File: src/rtl/timer_pkg.sv
// rtl/timer_pkg.sv - shared constants and state encoding for the countdown timer
package timer_pkg;

  localparam logic [1:0] ADDR_CTRL   = 2'd0;
  localparam logic [1:0] ADDR_PRESET = 2'd1;
  localparam logic [1:0] ADDR_COUNT  = 2'd2;

  localparam logic [1:0] MODE_ONESHOT = 2'b00;
  localparam logic [1:0] MODE_RELOAD  = 2'b01;

  localparam int CTRL_EN      = 0;
  localparam int CTRL_MODE_LO = 1;
  localparam int CTRL_MODE_HI = 2;
  localparam int CTRL_IM      = 3;

  typedef enum logic [1:0] {
    ST_IDLE = 2'd0,
    ST_LOAD = 2'd1,
    ST_CNT  = 2'd2,
    ST_INT  = 2'd3
  } state_e;

endpackage

File: src/rtl/timer_dev.sv
// rtl/timer_dev.sv - memory-mapped countdown timer with one-shot and auto-reload modes
module timer_dev
  import timer_pkg::*;
#(
  parameter int CTRL_W = 4,
  parameter int CNT_W  = 32
) (
  input  logic        clk,
  input  logic        rst,
  input  logic [1:0]  addr,
  input  logic        we,
  input  logic [31:0] din,
  output logic [31:0] dout,
  output logic        irq
);

  state_e             state_q, state_d;
  logic [CTRL_W-1:0]  ctrl_q, ctrl_d;
  logic [CNT_W-1:0]   preset_q, preset_d;
  logic [CNT_W-1:0]   count_q, count_d;
  logic               pend_q, pend_d;

  logic       en;
  logic       im;
  logic       reload_mode;

  assign en          = ctrl_q[CTRL_EN];
  assign im          = ctrl_q[CTRL_IM];
  assign reload_mode = (ctrl_q[CTRL_MODE_HI:CTRL_MODE_LO] == MODE_RELOAD);

  always_ff @(posedge clk or posedge rst) begin
    if (rst) begin
      state_q  <= ST_IDLE;
      ctrl_q   <= '0;
      preset_q <= '0;
      count_q  <= '0;
      pend_q   <= 1'b0;
    end else begin
      state_q  <= state_d;
      ctrl_q   <= ctrl_d;
      preset_q <= preset_d;
      count_q  <= count_d;
      pend_q   <= pend_d;
    end
  end

  always_comb begin
    state_d  = state_q;
    ctrl_d   = ctrl_q;
    preset_d = preset_q;
    count_d  = count_q;
    pend_d   = pend_q;

    unique case (state_q)
      ST_IDLE: if (en) state_d = ST_LOAD;
      ST_LOAD: begin
        count_d = preset_q;
        state_d = ST_CNT;
      end
      ST_CNT: begin
        if (!en) begin
          state_d = ST_IDLE;
        end else if (count_q <= CNT_W'(1)) begin
          count_d = '0;
          state_d = ST_INT;
        end else begin
          count_d = count_q - CNT_W'(1);
        end
      end
      ST_INT: begin
        if (reload_mode) begin
          state_d = ST_LOAD;
        end else begin
          ctrl_d[CTRL_EN] = 1'b0;
          pend_d          = 1'b1;
          state_d         = ST_IDLE;
        end
      end
      default: state_d = ST_IDLE;
    endcase

    // Bus writes come last so they override the FSM's EN clear and pend set.
    if (we) begin
      if (addr == ADDR_CTRL) begin
        ctrl_d = din[CTRL_W-1:0];
        pend_d = 1'b0;
      end else if (addr == ADDR_PRESET) begin
        preset_d = din[CNT_W-1:0];
        pend_d   = 1'b0;
      end
    end
  end

  always_comb begin
    dout = '0;
    if (reload_mode) begin
      irq = im & (state_q == ST_INT);
    end else begin
      irq = im & pend_q;
    end
    case (addr)
      ADDR_CTRL:   dout = 32'(ctrl_q);
      ADDR_PRESET: dout = 32'(preset_q);
      ADDR_COUNT:  dout = 32'(count_q);
      default:     dout = '0;
    endcase
  end

endmodule

File: config.mk
export PLATFORM = sky130hd
export DESIGN_NAME = timer_dev
export DESIGN_NICKNAME = d
export VERILOG_FILES = /design/src/rtl/timer_pkg.sv /design/src/rtl/timer_dev.sv
export SDC_FILE = /design/constraint.sdc
export NUM_CORES = 1
export LEC_CHECK = 0
export BUFFER_PORTS_ARGS = -buffer_cell sky130_fd_sc_hd__buf_2
export CORE_ASPECT_RATIO = 0.6
export CORE_MARGIN = 2
export CORE_UTILIZATION = 51
export DETAILED_ROUTE_END_ITERATION = 8
export PLACE_DENSITY_LB_ADDON = 0.1
export SETUP_SLACK_MARGIN = 0.5
export SLEW_MARGIN = 20
export SYNTH_ARGS = -nofsm -noshare
export SYNTH_HDL_FRONTEND = slang
export SYNTH_SLANG_ARGS = --single-unit
File: constraint.sdc
create_clock -name clk -period 2 [get_ports clk]
set_input_delay 0.4 -clock clk [delete_from_list [all_inputs] [get_ports clk]]
set_output_delay 0.4 -clock clk [all_outputs]
set_load 0.005 [all_outputs]
# Word-level counts from Yosys, hierarchy flattened

Index checks and enable logic that the tools add are counted.

$add $sub $neg: 1
Magnitude comparators: 1
Eq/ne operators: 9
Muxes and demuxes: 19
Bitwise gates (word level): 3
Reductions and logical operators: 7

Operator list:

| cell                  | number |
|---|---|
| $pmux 32 s3           | 1 |
| $mux 32               | 2 |
| $pmux 32 s2           | 1 |
| $le 32x1->1 const B   | 1 |
| $sub 32x1->32 const B | 1 |
| $mux 1                | 11 |
| $pmux 2 s4            | 1 |
| $eq 2x1->1 const B    | 3 |
| $eq 2x2->1 const B    | 3 |
| $mux 2                | 3 |
| $reduce_and 2->1      | 3 |
| $logic_not 2->1       | 2 |
| $ne 2x2->1 const B    | 2 |
| $ne 3x3->1 const B    | 1 |
| $reduce_and 3->1      | 1 |
| $and 1x1->1           | 2 |
| $reduce_bool 2->1     | 1 |
| $not 1->1             | 1 |

Bits in registers: 71
Input bits: 37
Output and inout port bits: 33
Word-level logic and storage cells: 46

# Longest topological paths before layout

Gate-level depths: netlist of run 1.

Word-level depth: 6
Depth in mapped cells: 9
Mapped depth without buffers: 7

# Least setup slack after synthesis of run 1

OpenSTA, ideal clock, no wires.

Path kind: reg-to-reg
From: reg count_q[18]
To: reg count_q[24]
Library setup time: 0.126 ns
Data arrival time: 2.057 ns
Data required time: 1.874 ns
Slack: -0.183 ns
Cell stages (with the launch flop): 8
Buffers on the path: 2
Period minus slack after synthesis: 2.183 ns
Path through: dfrtp_1 > or4_1 > buf_2 > or3_4 > buf_6 > nor3_2 > o31ai_1 > a221o_1

Word-level cells in the longest chain between the ends: 4
Elaborated cells between the ends (all ways): 5
Those cells by class: 1 x add/sub; 1 x order compare; 3 x mux

Ends and longest elaborated chain:

| item                                                | line                             | text |
|---|---|---|
| start, declared                                     | timer_dev.sv:20                  | `logic [CNT_W-1:0] count_q, count_d;` |
| start signal, assigned                              | timer_dev.sv:42                  | `count_q <= count_d;` |
| $sub 32x1->32 / $le 32x1->1 (equally long branches) | timer_dev.sv:67, timer_dev.sv:63 |  |
| $mux 32 *                                           | timer_dev.sv:63                  | `end else if (count_q <= CNT_W'(1)) begin` |
| $mux 32 *                                           | timer_dev.sv:61                  | `if (!en) begin` |
| $pmux 32 s2 *                                       | timer_dev.sv:54                  | `unique case (state_q)` |

Mark *: on every way between the ends. The rest lies on a longest branch, timed or not. The select of a mux whose other input is x is not followed.
A chain may end at the register's enable or synchronous reset.

# Final worst setup path of run 1

From: reg count_q[16]
To: reg count_q[4]

Word-level cells in the longest chain between the ends: 4

Ends and longest elaborated chain:

| item        | line |
|---|---|
| $le 32x1->1 | timer_dev.sv:63 |
| $mux 32     | timer_dev.sv:63 |
| $mux 32     | timer_dev.sv:61 |
| $pmux 32 s2 | timer_dev.sv:54 |

Every way passes these cells. The select of a mux whose other input is x is not followed.

==> flow_summary_export.csv, run 1 <==
group,metric,value,unit
power_and_ir_drop,seqPwrFrac,0.286,
drt,wl,15100,µm
place,dp.cells,628,
clock_network,postCtsHoldBufs,0,
yosys,synth_area_leaders,"dfrtp_1 (43%), mux2_2 (9.6%), a22o_1 (6.8%)",
clock_network,clockRootBuffer,"clkbuf_16",
floorplanning,coreArea,7850,µm²
global_route,grt_pass1_wl,22400,µm
worst_setup_path,r2r-start,"count_q[16]",
yosys,yosys-top-cells-count,"dfrtp_1 (71), mux2_2 (35), a22o_1 (32), clkbuf_1 (24), nor2_1 (21)",
place,routabilityCongestion,0.896,
global_route,antenna_found_initial,0,
yosys,synth_cell_type_count,53,
power_and_ir_drop,ir_drop,0.812,mV
power_and_ir_drop,power_leakage,0.00280,µW
floorplanning,rows,25,
clock_network,cts_tree,"yes",
yosys,synthFlopType,"dfrtp_1",
floorplanning,die_x,120,µm
drt,post_drt_wl_per_cell,22.5,µm
power_and_ir_drop,swShare,0.400,
global_route,grt_usage,0.341,
power_and_ir_drop,p_comb_frac,0.524,
power_and_ir_drop,intPower,5150,µW
drt,dr.pass1.iters,5,
cells_and_area,area_growth,52.9,%
yosys,synth_top_area_share,0.432,
yosys,syn_area,4110,µm²
timing,setup_ws,-0.261,ns
timing,whs,0.0207,ns
worst_setup_path,reg2regPathDepth,8,
clock_network,clkSlewWorstSetupHoldPaths,0.06,ns
yosys,syn_inst,408,
drt,antenna_left,0,
worst_setup_path,critPathLaunchType,"flip-flop",
worst_setup_path,cp_max_fo,6,
worst_setup_path,endpoint_kind,"flip-flop",
job,drv_cap,0,
drt,viasPerCell,6.55,
floorplanning,fp.dieArea,8820,µm²
place,hpwl,8810,µm
cells_and_area,drive_gt1_frac,0.526,
worst_setup_path,regToRegSetupSlack,-0.26,ns
place,port_buffers,69,
clock_network,clock_latency,0.35,ns
timing,fmax,0.442,GHz
yosys,ys_seq_area_frac,0.432,
timing,max_slew.worst_pin.slew,0.788,ns
yosys,synth_top_area_cell,"dfrtp_1",
worst_hold_path,hold_path_class,"primary input to async pin",
power_and_ir_drop,p_clk_frac,0.190,
timing,fin_skew,0.00731,ns
floorplanning,initial_core_util,0.524,
worst_setup_path,r2r_end,"count_q[4]",
timing,drv_slew,0,
global_route,globalRoute.totalOverflow,0,
yosys,syn_avg_cell_area,10.1,µm²
yosys,ys_warn_count,0,
power_and_ir_drop,power.density,1370,nW/µm²
floorplanning,die_h,73.6,µm
clock_network,h-tree-depth,3,
timing,hold_violations,0,
drt,vias,4410,
worst_setup_path,crit_arrival,2.48,ns
drt,drc,0,
status,violations,"negative setup slack",
yosys,ys_async_sr_fraction,1.00,
cells_and_area,diodes,0,
yosys,mappedNetlistNets,447,
power_and_ir_drop,p_sw,3440,µW
clock_network,cts-buffers-inserted,9,
timing,min_period_over_period,1.13,
global_route,grt_max_degree,42,
timing,fin_crit,2.26,ns
yosys,synth.most_common_cell,"dfrtp_1",
cells_and_area,fin_cells,673,
clock_network,clockBufferDepth,2,
status,status,"finished with violations",
floorplanning,boundaryPins,70,
yosys,ys_ff_latch,71,
yosys,synth_edf_count,0,
worst_setup_path,critPathKind,"flip-flop to flip-flop",
timing,setup_viol,33,
cells_and_area,fillers,455,
worst_setup_path,worstPathRequired,2.22,ns
global_route,grt_pass1_vias,4060,
timing,rsz0062_at_grt,"yes",
timing,relSlewSlack,0.474,
drt,drtIter0Drc,402,
cells_and_area,nNetsFinal,599,
clock_network,clock_sinks,71,
cells by family after synthesis:
group	after synthesis	share of synthesized area
AO/OA/AOI/OAI	121	0.225
adder cells (fa/ha/maj)	2	0.00609
buffers and inverters	46	0.0481
flip-flops	71	0.432
multiplexers	43	0.115
AND/OR/NAND/NOR	125	0.173
final cells by class:
| cell class | count | area (µm²) | share of cell area |
|---|---|---|---|
| Multi-Input combinational cell | 292 | 2530 | 0.403 |
| Sequential cell | 71 | 1780 | 0.283 |
| Timing Repair Buffer | 177 | 1500 | 0.239 |
| Clock buffer | 10 | 239 | 0.0380 |
| Tap cell | 108 | 135 | 0.0215 |
| Clock inverter | 6 | 60.1 | 0.00956 |
| Inverter | 9 | 37.5 | 0.00597 |
state kept, by name, indices dropped and copies added (netlist names):
signal	cells
preset_q	32
state_q	2
count_q	32
ctrl_q	4
pend_q	1
critical path, cell delays in order (launching register included):
cell,delay [ns]
dfrtp_1,0.38
or4_4,0.54
buf_8,0.15
nor3_4,0.21
nand4_2,0.17
buf_6,0.18
buf_6,0.12
a31oi_2,0.24
o22ai_2,0.13
through the flow:
stage                     power, µW  TNS (ns)  setup WS (ns)  area, µm²  utilization
after floorplan                4300    -0.965         -0.106       4250            -
after global placement         5700     -1.80         -0.149       5150        0.656
after detailed placement       5780     -3.26         -0.213       5150        0.656
after CTS                      7930     -2.15         -0.176       5980        0.761
after global routing           8960     -6.30         -0.286       6280        0.800
final                          8580     -4.90         -0.261       6280        0.800
cells in the final DEF (no fill, tap or decap), types with 4 or more instances in the layout:
cell       instances
dfrtp_1           67
buf_2             67
buf_4             64
mux2_2            35
a22o_1            32
buf_6             30
nor2_1            20
nand2_1           14
and3_1            11
a21oi_1           11
nor3_1            10
clkbuf_16         10
nand4_1            9
a221o_1            9
mux2i_1            8
o31ai_1            7
buf_12             7
or3_1              6
inv_1              6
o21ai_2            6
or4_1              6
o21ai_1            5
buf_16             5
a21oi_2            4
nor4_1             4
o211ai_1           4
a22oi_1            4
nor3_2             4
dfrtp_2            4
power groups by stage:
| stage | Clock (µW) | Sequential, µW | Combinational (µW) |
|---|---|---|---|
| after floorplan | 0 | 2360 | 1940 |
| after global routing | 1700 | 2500 | 4750 |
| final | 1630 | 2450 | 4500 |
| after global placement | 0 | 2360 | 3340 |
| after detailed placement | 0 | 2380 | 3400 |
| after CTS | 1640 | 2410 | 3880 |
routing by layer:
metal	wire length, µm	up-vias	GRT usage
met5	0	-	0
met4	373	0	0.132
met3	1680	38	0.0947
met2	6580	299	0.492
met1	6480	2168	0.488
li1	-	1905	-
worst max-delay path by stage:
stage / from / cells past startpoint / endpoint / slack [ns]
6_report: count_q[16] / 8 / count_q[4] / -0.26
5_1_grt: count_q[16] / 8 / count_q[4] / -0.29
4_1_cts: count_q[19] / 6 / count_q[28] / -0.18
3_5_place_dp: count_q[19] / 6 / count_q[25] / -0.21
3_3_place_gp: count_q[19] / 7 / count_q[27] / -0.15
2_1_floorplan: count_q[16] / 7 / count_q[27] / -0.11
repair_timing:
action,in CTS,in global routing
pin swaps,24,33
cloned,6,1
setup endpoints to repair,66,66
buffers inserted,10,12
gates resized for setup,91,37
Note: power is estimated with default switching activity, not from simulation.
==> inputs of run 2 (changes only) <==
--- a/config.mk
+++ b/config.mk
@@ -11,6 +11,7 @@
 export CORE_UTILIZATION = 51
 export DETAILED_ROUTE_END_ITERATION = 8
 export PLACE_DENSITY_LB_ADDON = 0.1
+export RECOVER_POWER = 50
 export SETUP_SLACK_MARGIN = 0.5
 export SLEW_MARGIN = 20
 export SYNTH_ARGS = -nofsm -noshare
==> run 2 against run 1 <==
Against the previous run:
- the run still ends with negative setup slack left
- flip-flop and latch count is the same
- non-clock buffer count is the same
- sequential share of layout area grew 0.096 points
- clock-buffer cell count is the same
- maximum frequency grew 0.27%
- utilization shrank 0.27 points
- global-route usage is the same
- wire length grew 0.11%
- final cell count is the same
- worst hold slack gained 0.070 ns
- total power shrank 0.15%
- critical path type unchanged
- critical endpoint unchanged
- largest cell class unchanged
==> flow_summary_export.csv, run 2 (synthesis gave the netlist of run 1 again) <==
group,metric,value,unit
timing,whs,0.0909,ns
drt,dr.pass1.iters,5,
power_and_ir_drop,p_comb_frac,0.524,
cells_and_area,nNetsFinal,599,
cells_and_area,reg_top3,"count_q x32, preset_q x32, ctrl_q x4",
worst_setup_path,critPathBufInv,3,
place,dp.cells,628,
cells_and_area,diodes,0,
cells_and_area,drive_gt1_frac,0.524,
global_route,grt_max_degree,42,
worst_setup_path,critPathLaunchType,"flip-flop",
floorplanning,boundaryPins,70,
status,status,"finished with violations",
drt,drc,0,
timing,drv_slew,0,
place,routabilityCongestion,0.896,
clock_network,cts_tree,"yes",
clock_network,clock_sinks,71,
global_route,grt_usage,0.341,
worst_setup_path,regToRegSetupSlack,-0.25,ns
worst_setup_path,cpLargestDelayFamily,"simple AND/OR/NAND/NOR gates",
drt,wl,15100,µm
timing,fin_crit,2.25,ns
floorplanning,die_x,120,µm
global_route,globalRoute.totalOverflow,0,
clock_network,clockRootBuffer,"clkbuf_16",
worst_setup_path,slowest_delay,0.54,ns
floorplanning,rows,25,
place,hpwl,8810,µm
place,port_buffers,69,
worst_setup_path,r2r-start,"count_q[16]",
worst_setup_path,crit_slowest_cell,"or4_4",
floorplanning,coreArea,7850,µm²
power_and_ir_drop,power_leakage,0.00279,µW
worst_setup_path,r2r_end,"count_q[4]",
worst_setup_path,path_cells,"or4_4 -> buf_8 -> nor3_4 -> nand4_2 -> buf_6 -> buf_6 -> a31oi_2 -> o22ai_2",
cells_and_area,final_cell_mix,"dfrtp_1 (67), buf_2 (67), buf_4 (63)",
drt,drtIter0Drc,410,
global_route,grt_pass1_wl,22400,µm
drt,antenna_left,0,
clock_network,cts-buffers-inserted,9,
clock_network,clock_latency,0.35,ns
floorplanning,fp.dieArea,8820,µm²
drt,post_drt_wl_per_cell,22.5,µm
cells_and_area,fin_cells,673,
worst_hold_path,hold_path_class,"primary input to async pin",
worst_setup_path,worstPathRequired,2.22,ns
timing,relSlewSlack,0.263,
power_and_ir_drop,seqPwrFrac,0.286,
clock_network,h-tree-depth,3,
timing,setup_viol,33,
worst_setup_path,reg2regPathDepth,8,
clock_network,clkSlewWorstSetupHoldPaths,0.06,ns
clock_network,clockBufferDepth,2,
timing,min_period_over_period,1.13,
timing,max_slew.worst_pin.slew,1.11,ns
timing,fmax,0.444,GHz
status,violations,"negative setup slack",
drt,vias,4391,
timing,rsz0062_at_grt,"yes",
worst_setup_path,cp_common_cell,"buf_6",
drt,viasPerCell,6.52,
worst_setup_path,crit_arrival,2.47,ns
worst_setup_path,critPathKind,"flip-flop to flip-flop",
worst_setup_path,endpoint_kind,"flip-flop",
floorplanning,initial_core_util,0.524,
floorplanning,die_h,73.6,µm
power_and_ir_drop,swShare,0.400,
job,drv_cap,0,
power_and_ir_drop,intPower,5140,µW
power_and_ir_drop,power.density,1370,nW/µm²
power_and_ir_drop,ir_drop,0.812,mV
timing,setup_ws,-0.255,ns
cells_and_area,area_growth,52.3,%
power_and_ir_drop,p_clk_frac,0.190,
global_route,antenna_found_initial,0,
timing,fin_skew,0.00552,ns
worst_setup_path,cp_max_fo,6,
timing,hold_violations,0,
power_and_ir_drop,p_sw,3430,µW
global_route,grt_pass1_vias,4060,
run 2: cell types whose count changed in the layout (fill, tap and decap cells not counted), sizes merged:
cell / before / now
clkbuf: 11 / 13
buf: 176 / 174
run 2: power groups by stage:
| stage | combinational, µW | sequential (µW) | clock, µW |
|---|---|---|---|
| 2_1_floorplan | 1940 | 2360 | 0 |
| 3_3_place_gp | 3340 | 2360 | 0 |
| 3_5_place_dp | 3400 | 2380 | 0 |
| 4_1_cts | 3880 | 2410 | 1640 |
| 5_1_grt | 4740 | 2500 | 1700 |
| 6_report | 4490 | 2450 | 1630 |
run 2: layer usage:
metal,track usage,vias to the layer above,part of all wire
met5,0,-,0
met4,0.132,0,0.025
met3,0.0947,41,0.11
met2,0.492,282,0.44
met1,0.488,2155,0.43
li1,-,1913,-
run 2: worst max-delay path by stage:
| stage | slack, ns | end | cells after the start | start |
|---|---|---|---|---|
| 4_1_cts | -0.18 | count_q[28] | 6 | count_q[19] |
| 3_3_place_gp | -0.15 | count_q[27] | 7 | count_q[19] |
| 2_1_floorplan | -0.11 | count_q[27] | 7 | count_q[16] |
| 5_1_grt | -0.29 | count_q[4] | 8 | count_q[16] |
| 6_report | -0.25 | count_q[4] | 8 | count_q[16] |
| 3_5_place_dp | -0.21 | count_q[25] | 6 | count_q[19] |
run 2: area by class of cell:
| cell class | instances | area, µm² |
|---|---|---|
| clock buffers | 10 | 239 |
| clock inverters | 6 | 60.1 |
| fillers | 460 | 1590 |
| inverters | 9 | 35.0 |
| multi-input cells | 292 | 2530 |
| flip-flops and latches | 71 | 1780 |
| well taps | 108 | 135 |
| repair buffers | 177 | 1480 |
run 2: timing repair:
| action | in CTS | in global routing |
|---|---|---|
| pin swaps | 24 | 33 |
| setup endpoints to repair | 66 | 66 |
| gates cloned | 6 | 1 |
| hold buffers | 0 | 0 |
| gates resized for setup | 91 | 37 |
| buffers inserted | 10 | 12 |
run 2: worst reg2reg max path, stage by stage (launching register included):
cell	delay (ns)
dfrtp_1	0.37
or4_4	0.54
buf_8	0.15
nor3_4	0.22
nand4_2	0.17
buf_6	0.18
buf_6	0.12
a31oi_2	0.24
o22ai_2	0.13
run 2: per-stage QoR:
stage                     setup WS [ns]  setup TNS, ns  utilization  power, µW  area, µm²
final                            -0.255          -4.89        0.798       8570       6260
after global routing             -0.286          -6.30        0.798       8950       6260
after CTS                        -0.176          -2.15        0.761       7930       5980
after detailed placement         -0.213          -3.26        0.656       5780       5150
after global placement           -0.149          -1.80        0.656       5700       5150
after floorplan                  -0.106         -0.965            -       4300       4250
==> inputs of run 3 (changes only) <==
==> constraint.sdc (replaced) <==
create_clock -name clk -period 2 [get_ports clk]
set_input_delay 0.4 -clock clk [delete_from_list [all_inputs] [get_ports clk]]
set_output_delay 0.4 -clock clk [all_outputs]
set_load 0.01 [all_outputs]
==> run 3 against run 2 <==
Against the previous run:
- maximum frequency increased by 5.4%
- combinational power decreased by 7.8%
- final area decreased by 4.9%
- largest cell class unchanged
- critical path type unchanged
- the run ends with max-capacitance violations, max-slew violations, negative setup slack left
- highest routed layer unchanged
==> flow_summary_export.csv, run 3 (synthesis gave the netlist of run 1 again) <==
group,metric,value,unit
status,status,"finished with violations",
status,violations,"max-capacitance violations, max-slew violations, negative setup slack",
worst_setup_path,r2r-start,"count_q[17]",
timing,fin_crit,2.14,ns
timing,min_period_over_period,1.07,
clock_network,clockBufferDepth,2,
worst_setup_path,worstPathRequired,2.22,ns
drt,viasPerCell,6.44,
place,dp.cells,616,
job,drv_cap,1,
place,routabilityCongestion,0.903,
floorplanning,boundaryPins,70,
timing,tns,-1.87,ns
floorplanning,die_x,120,µm
place,place_ws,-0.228,ns
worst_setup_path,reg2regPathDepth,5,
timing,drv_slew,72,
cells_and_area,drive_gt1_frac,0.491,
drt,drc,0,
timing,fin_skew,0.00703,ns
timing,rsz0062_at_grt,"yes",
cells_and_area,reg_top3,"count_q x32, preset_q x32, ctrl_q x4",
worst_hold_path,hold_depth,2,
global_route,grt_pass1_wl,20700,µm
place,port_buffers,69,
clock_network,clockRootBuffer,"clkbuf_16",
worst_setup_path,r2r_end,"count_q[24]",
cells_and_area,fin_cells,650,
drt,wl,13800,µm
clock_network,clock_latency,0.34,ns
worst_setup_path,crit_slowest_cell,"or4_4",
worst_setup_path,cp_max_fo,6,
floorplanning,rows,25,
worst_setup_path,regToRegSetupSlack,-0.14,ns
timing,whs,0.290,ns
timing,hold_violations,0,
worst_setup_path,cpLargestDelayFamily,"simple AND/OR/NAND/NOR gates",
drt,dr.pass1.iters,5,
worst_setup_path,critPathLaunchType,"flip-flop",
drt,drtIter0Drc,479,
global_route,globalRoute.totalOverflow,0,
cells_and_area,area_growth,44.9,%
worst_setup_path,critical_path_cell_count,5,
timing,relSlewSlack,-0.109,
global_route,grt_max_degree,72,
worst_setup_path,critPathKind,"flip-flop to flip-flop",
worst_hold_path,hp-start,"din[28]",
timing,max_slew.worst_pin.slew,1.66,ns
worst_hold_path,hold_path_class,"primary input to flip-flop",
cells_and_area,final_cell_mix,"buf_2 (68), dfrtp_1 (68), buf_4 (60)",
worst_setup_path,path_cells,"or4_4 -> or3_4 -> nor3_2 -> o31ai_1 -> a221o_1",
floorplanning,initial_core_util,0.524,
timing,setup_viol,24,
cells_and_area,nNetsFinal,578,
worst_setup_path,slowest_delay,0.60,ns
drt,antenna_left,0,
worst_hold_path,holdPathEnd,"preset_q[28]",
global_route,antenna_found_initial,0,
clock_network,cts-buffers-inserted,9,
worst_setup_path,crit_arrival,2.36,ns
floorplanning,fp.dieArea,8820,µm²
drt,post_drt_wl_per_cell,21.3,µm
cells_and_area,multi_input_area,2540,µm²
worst_setup_path,endpoint_kind,"flip-flop",
cells_and_area,diodes,0,
global_route,grt_pass1_vias,3836,
power_and_ir_drop,power_leakage,0.00264,µW
power_and_ir_drop,ir_drop,0.674,mV
clock_network,clkSlewWorstSetupHoldPaths,0.06,ns
clock_network,clock_sinks,71,
power_and_ir_drop,power.density,1350,nW/µm²
clock_network,h-tree-depth,3,
clock_network,cts_tree,"yes",
place,hpwl,8110,µm
floorplanning,die_h,73.6,µm
timing,fmax,0.468,GHz
global_route,grt_usage,0.312,
timing,setup_ws,-0.139,ns
cells_and_area,fillers,539,
drt,vias,4183,
cells_and_area,regArea,1780,µm²
worst_setup_path,critPathBufInv,0,
floorplanning,coreArea,7850,µm²
cells_and_area,fin_util,0.759,
run 3: per-stage QoR:
step	instance area [µm²]	power, µW
after floorplan	4280	4370
after global placement	5090	5670
after detailed placement	5090	5750
after CTS	5660	7470
after global routing	5960	8490
final	5960	8050
run 3: where the power goes:
group          total, µW  internal [µW]  switching [µW]  leakage, µW
clock network       1470            891             583     0.000132
logic               4140           1950            2190      0.00166
registers           2440           1940             498     0.000851
run 3: how the worst max path moves through the flow:
stage / from / endpoint / slack [ns]
global route: count_q[10] / count_q[22] / -0.21
floorplan: count_q[16] / count_q[27] / -0.11
CTS: count_q[26] / count_q[15] / -0.08
global placement: count_q[19] / count_q[28] / -0.21
detailed placement: count_q[19] / count_q[28] / -0.23
finish: count_q[17] / count_q[24] / -0.14
run 3: cell type report:
cell class,instances,area share
well taps,108,0.0227
repair buffers,156,0.202
clock buffers,13,0.0437
inverters,9,0.00630
clock inverters,1,0.000840
flip-flops and latches,71,0.299
multi-input cells,292,0.426
run 3: layer usage:
layer	wire length (µm)	track usage	vias up
met3	1270	0.0947	30
li1	-	-	1857
met5	0	0	-
met4	271	0.0876	0
met2	6040	0.472	234
met1	6250	0.438	2062
run 3: worst register-to-register path, stage by stage, from the launching register on:
cell and delay [ns]:
dfrtp_1 0.38, or4_4 0.60, or3_4 0.46, nor3_2 0.19, o31ai_1 0.11, a221o_1 0.29
run 3: repair_timing:
| action | 4_1_cts | 5_1_grt |
|---|---|---|
| hold buffers | 0 | 0 |
| endpoints found under the setup margin | 66 | 66 |
| gates cloned | 4 | 1 |
| setup buffers | 8 | 7 |
| pin swaps | 36 | 25 |
| gates resized for setup | 41 | 54 |
